===== src/rtl/mem_arbiter.sv =====
// mem_arbiter: shares a single-ported line memory between the instruction
// cache (port I, read-only) and the data cache (port D, read/write).
// One requester is served at a time. Arbitration is round-robin, and D wins
// the first tie after reset. Each transfer ends with a one-cycle release
// state that lets the memory's latency pipeline drain before the next grant.
//
// Ports
//   clk, rst              clock, synchronous active-high reset
//   i_read, i_addr        I-port read request (level, held until i_ready)
//   i_ready, i_line       I completion pulse / returned line (held)
//   d_read, d_write       D-port requests (level, held until d_ready)
//   d_addr, d_wline       D-port line address / write data
//   d_ready, d_line       D completion pulse / returned read line (held)
//   mem_read, mem_write   registered memory Read/Write strobes
//   mem_addr, mem_wline   registered memory Address/Line_in
//   mem_ready, mem_rline  memory Ready/Line_out
//   busy                  arbiter is not idle
//   gnt_d                 current or most recent grant went to D
module mem_arbiter #(
  parameter int unsigned ADDR_W = 28,
  parameter int unsigned LINE_W = 128
) (
  input  logic              clk,
  input  logic              rst,
  input  logic              i_read,
  input  logic [ADDR_W-1:0] i_addr,
  output logic              i_ready,
  output logic [LINE_W-1:0] i_line,
  input  logic              d_read,
  input  logic              d_write,
  input  logic [ADDR_W-1:0] d_addr,
  input  logic [LINE_W-1:0] d_wline,
  output logic              d_ready,
  output logic [LINE_W-1:0] d_line,
  output logic              mem_read,
  output logic              mem_write,
  output logic [ADDR_W-1:0] mem_addr,
  output logic [LINE_W-1:0] mem_wline,
  input  logic              mem_ready,
  input  logic [LINE_W-1:0] mem_rline,
  output logic              busy,
  output logic              gnt_d
);

  typedef enum logic [1:0] {
    IDLE    = 2'd0,
    BUSY    = 2'd1,
    RELEASE = 2'd2
  } state_t;

  state_t state, state_n;
  logic   last_d;   // last grant went to D (reset: I, so D wins the first tie)
  logic   i_req, d_req;
  logic   pick_d;
  logic   grant;
  logic   done;

  always_comb begin
    i_req   = i_read;
    d_req   = d_read | d_write;
    // D wins when it is the only requester, or on a tie when I was served last.
    pick_d  = d_req & (~i_req | ~last_d);
    grant   = 1'b0;
    done    = 1'b0;
    state_n = state;
    case (state)
      IDLE: begin
        if (i_req || d_req) begin
          grant   = 1'b1;
          state_n = BUSY;
        end
      end
      BUSY: begin
        if (mem_ready) begin
          done    = 1'b1;
          state_n = RELEASE;
        end
      end
      RELEASE: state_n = IDLE;
      default: state_n = IDLE;
    endcase
  end

  always_ff @(posedge clk) begin
    if (rst) begin
      state <= IDLE;
    end else begin
      state <= state_n;
    end
  end

  assign busy = (state != IDLE);

  always_ff @(posedge clk) begin
    if (rst) begin
      last_d    <= 1'b0;
      gnt_d     <= 1'b0;
      mem_read  <= 1'b0;
      mem_write <= 1'b0;
      mem_addr  <= '0;
      mem_wline <= '0;
      i_ready   <= 1'b0;
      d_ready   <= 1'b0;
      i_line    <= '0;
      d_line    <= '0;
    end else begin
      i_ready <= 1'b0;
      d_ready <= 1'b0;
      if (grant) begin
        gnt_d  <= pick_d;
        last_d <= pick_d;
        if (pick_d) begin
          // Read and write together is treated as a write.
          mem_addr  <= d_addr;
          mem_wline <= d_wline;
          mem_write <= d_write;
          mem_read  <= ~d_write;
        end else begin
          mem_addr  <= i_addr;
          mem_wline <= '0;
          mem_write <= 1'b0;
          mem_read  <= 1'b1;
        end
      end
      if (done) begin
        mem_read  <= 1'b0;
        mem_write <= 1'b0;
        if (gnt_d) begin
          d_ready <= 1'b1;
          // mem_write still holds the operation of the finishing transfer.
          if (!mem_write) begin
            d_line <= mem_rline;
          end
        end else begin
          i_ready <= 1'b1;
          i_line  <= mem_rline;
        end
      end
    end
  end

endmodule


===== config.mk =====
export PLATFORM = sky130hd
export DESIGN_NAME = mem_arbiter
export DESIGN_NICKNAME = d
export VERILOG_FILES = /design/src/rtl/mem_arbiter.sv
export SDC_FILE = /design/constraint.sdc
export NUM_CORES = 1
export LEC_CHECK = 0
export BUFFER_PORTS_ARGS = -buffer_cell sky130_fd_sc_hd__buf_2
export CAP_MARGIN = 20
export CORE_AREA = 2 2 287 289
export DETAILED_ROUTE_END_ITERATION = 7
export DIE_AREA = 0 0 289 291
export GPL_ROUTABILITY_DRIVEN = 0
export GPL_TIMING_DRIVEN = 0
export HOLD_SLACK_MARGIN = 0.15
export PLACE_DENSITY = 0.43
export SYNTH_ARGS = -nofsm -noshare
export SYNTH_HDL_FRONTEND = slang
export SYNTH_SLANG_ARGS = --single-unit

===== constraint.sdc =====
create_clock -name clk -period 4.4 [get_ports clk]
set_clock_uncertainty 0.1 [all_clocks]
set_input_delay 0 -clock clk [delete_from_list [all_inputs] [get_ports clk]]
set_output_delay 0 -clock clk [all_outputs]
set_load 0.1 [all_outputs]

Yosys cells after proc, flatten, opt, wreduce, memory -nomap -nowiden --
Index checks and enable logic that the tools add are counted.
Word-level totals: bits in registers 419, output and inout bits 418
Cells by class: equal/unequal tests 3, multiplexer cells 13, bitwise operators 8, reduce and logical (&&, ||, !) cells 8
Operator list (count):
- 128-bit two-way mux | 1
- 28-bit two-way mux | 1
- 1-bit two-way mux | 8
- 1-bit inverter | 5
- 2-bit two-way mux | 2
- 2-bit inequality test (second input constant) | 2
- 2-bit case mux with 2 select lines | 1
- 2-bit AND reduction | 2
- 2-bit OR reduction | 2
- 3-bit AND reduction | 1
- 2-bit by 1-bit equality test with 1-bit output (second input constant) | 1
- 2-bit zero test | 1
- 1-bit OR | 2
- 2-bit nonzero test | 1
- 1-bit bitwise AND | 1
- 1-bit logical OR | 1

Logic depth before layout (Yosys ltp) --
word-level depth 4, mapped depth 7

Least setup slack after synthesis --
Ideal clock, no wire load.
path kind register -> register, start reg state[1], end reg mem_wline[118], library setup time 70 ps, data arrival time 2016 ps, data required time 4230 ps, path slack 2213 ps, cell stages (with the launch flop) 7, cells stage by stage dfxtp_1 > nor2_4 > inv_2 > buf_6 > clkbuf_1 > o21ai_0 > a21oi_1
Between the ends: longest elaborated chain between the ends 2
RTL lines:
- start: declaration | RTL line 51 | state_t state, state_n;
- start signal: assignment | RTL line 88 | state <= state_n;
- 2-bit zero test | RTL line 66 | case (state)
- 1-bit two-way mux | RTL line 66
- end signal: assignment | RTL line 115 | mem_wline <= d_wline;
- end: declaration | RTL line 38 | output logic [LINE_W-1:0] mem_wline,
Every way passes these cells. A chain may end at the register's enable or synchronous reset.

Final worst setup path --
start reg last_d, end reg mem_addr[23]
Between the ends: longest elaborated chain between the ends 4
RTL lines:
- start: declaration | RTL line 52 | logic last_d;
- start signal: assignment | RTL line 111 | last_d <= pick_d;
- 1-bit inverter (no line)
- 1-bit OR | RTL line 62 | pick_d = d_req & (~i_req | ~last_d);
- 1-bit bitwise AND | RTL line 62
- 28-bit two-way mux | RTL line 112 | if (pick_d) begin
- end signal: assignment | RTL line 114 | mem_addr <= d_addr;
- end signal: assignment | RTL line 119 | mem_addr <= i_addr;
- end: declaration | RTL line 37 | output logic [ADDR_W-1:0] mem_addr,
Every way passes these cells.

==> impl_metrics.json <==
{
  "fin_hold_ws_ns": 0.175,
  "vias_per_cell": 4.42,
  "avgSynthCellArea_um2": 8.15,
  "clock.fmax_mhz": 305,
  "synth_top_area_cell": "dfxtp_1",
  "p_int_mw": 7.31,
  "syn2layout_area_growth_pct": 88.1,
  "drive_above_1_share_pct": 26.5,
  "port-buffer-count": 734,
  "rsz0062_at_grt": "no",
  "syn_area_um2": 15600,
  "wire_per_inst_um": 18.6,
  "ys_async_sr_fraction_pct": 0,
  "drv_slew": 0,
  "cts.sinks": 419,
  "status": "finished clean",
  "floorplan.initialDensity_pct": 19.2,
  "cts_root_buf": "clkbuf_16",
  "antenna_found_initial": 4,
  "clock_power_share_pct": 35.2,
  "cap_violations": 0,
  "max-vdd-ir-drop_mv": 0.298,
  "synth_top_area_share_pct": 53.9,
  "tns_ns": 0,
  "synthCells": 1910,
  "yosysSeqAreaShare_pct": 53.9,
  "worstSkewPairLatency_ns": 0.59,
  "nNetsFinal": 3723,
  "max_slew_margin_pct": 21.9,
  "first_pass_iters": 5,
  "swShare_pct": 37.6,
  "cts_buffer_depth": 3,
  "ys.flop_type": "dfxtp_1",
  "post-route-period-util_pct": 74.5,
  "pwr-share-seq_pct": 35.2,
  "core-area_um2": 81200,
  "rows": 105,
  "dpl.hpwl_um": 60400,
  "period_needed_ns": 3.28,
  "cp-start-kind": "flip-flop",
  "yosys_warnings": 0,
  "tightest_slew_ns": 1.17,
  "syn-num-nets": 2228,
  "grt_max_degree": 14,
  "cts_htree_levels": 2,
  "power_density_nw_per_um2": 400,
  "cp-end-kind": "flip-flop",
  "die_w_um": 289,
  "ys_top_cells_by_area": "dfxtp_1 54%, a21oi_1 13%, nand3_1 8.3%, o21ai_0 8.2%, nand2_1 7.5%",
  "grt_overflow_total": 0,
  "path_clk_slew_ns": 0.07,
  "p_sw_mw": 4.40,
  "setup_viol": 0,
  "wirelength_um": 84000,
  "first_global_vias": 20200,
  "drt-initial-drc-count": 908,
  "hp-class": "input pin to flip-flop",
  "worst-path-max-fanout": 10,
  "required_ns": 4.82,
  "antenna_left": 0,
  "io_pins": 736,
  "vias": 20000,
  "cts_tree": "yes",
  "p_leak_nw": 12.6,
  "drc": 0,
  "cts_resized": 0,
  "post-route-util_pct": 36.1,
  "grt_usage_pct": 18.9,
  "numCtsBuffers": 50,
  "setup_slack_ns": 1.12,
  "place_ws_ns": 1.92,
  "hold_viol": 0,
  "combPwrFrac_pct": 29.6,
  "synth_edf_count": 0,
  "grt_pass1_wl_um": 124000,
  "yosysUniqueCellTypes": 30,
  "ys_ff_latch": 419,
  "dieArea_um2": 84100,
  "die_h_um": 291,
  "crit_type": "flip-flop to flip-flop",
  "critPathArrivalTime_ns": 3.70
}
cell usage after synthesis (all sizes together), types with 6 or more instances:
cell and number:
dfxtp 419, nand2 313, clkbuf 111, buf 89, a311oi 28, a21oi 414
nor2 6, nand3 257, o21ai 258
cell usage in the layout (no fill, tap or decap), types with 5 or more instances in the layout:
master and count:
a21oi_1 414, a311oi_1 18, a311oi_2 10, buf_2 815, clkbuf_1 125, clkbuf_16 52
clkbuf_8 8, clkinv_2 10, dfxtp_1 419, dlygate4sd3_1 708, nand2_1 313, nand3_1 257
nor2_1 5, o21ai_0 255
layout make-up:
class                      instances  area, um2
fill                            8458      51900
timing repair buffer            1443      10800
sequential                       419       8390
multi-input combinational       1290       6300
clock buffer                      74       1460
tap                             1070       1340
buffer                           200        878
clock inverter                    15        134
inverter                           1       3.75
antenna                            1       2.50
stage by stage:
step | instance area (um2) | total power [mW] | std cells
after floorplan | 15600 | 6.33 | 1910
after global placement | 20600 | 7.13 | 3714
after detailed placement | 20600 | 7.12 | 3715
after CTS | 29300 | 11.8 | 4512
after global routing | 29300 | 12.2 | 4512
final | 29300 | 11.7 | 4513
logic make-up after synthesis:
family	share of synthesized area [%]
compound gates	23.9
buf+inv	5.67
flops	53.9
simple gates	16.6
path summary, 6_finish.rpt:
check	startpoint	end	slack, ns	cells past startpoint
max	last_d	mem_addr[23]	1.12	6
min	mem_rline[8]	i_line[8]	0.18	4
max reg2reg	last_d	mem_addr[23]	1.12	6
min reg2reg	i_line[60]	i_line[60]	0.35	2
power by group through the flow:
stage | clock (mW) | combinational (mW) | sequential, mW
after floorplan | 0 | 0.655 | 5.67
after global placement | 0 | 2.93 | 4.20
after detailed placement | 0 | 2.92 | 4.20
after CTS | 4.24 | 3.46 | 4.12
after global routing | 4.39 | 3.64 | 4.14
final | 4.12 | 3.47 | 4.12
critical path, stage by stage (launching register included):
cell	delay, ns
dfxtp_1	0.90
o2bb2ai_2	0.37
buf_2	0.33
nand2_1	0.09
dlygate4sd3_1	0.58
a311oi_2	0.27
dlygate4sd3_1	0.58
state kept, by name, summed over array words and instances, names as in the netlist:
| name | cells |
|---|---|
| i_line | 128 |
| mem_addr | 28 |
| i_ready | 1 |
| state | 2 |
| d_ready | 1 |
| mem_wline | 128 |
| last_d | 1 |
| d_line | 128 |
| mem_write | 1 |
| mem_read | 1 |
repair_timing:
| item | 4_1_cts | 5_1_grt |
|---|---|---|
| setup buffers | 0 | 0 |
| hold buffers | 708 | 0 |
| endpoints found under the setup margin | 0 | 0 |
| hold endpoints to repair | 419 | 0 |
metal layers:
layer  wire (um)  track usage (%)  part of all wire, %
met2       41100             33.6                   49
met1       33400             21.6                   40
met5          13                0                0.015
met4        3640             7.83                  4.3
met3        5760             4.44                  6.9
Power figures use the tool's default switching activity.
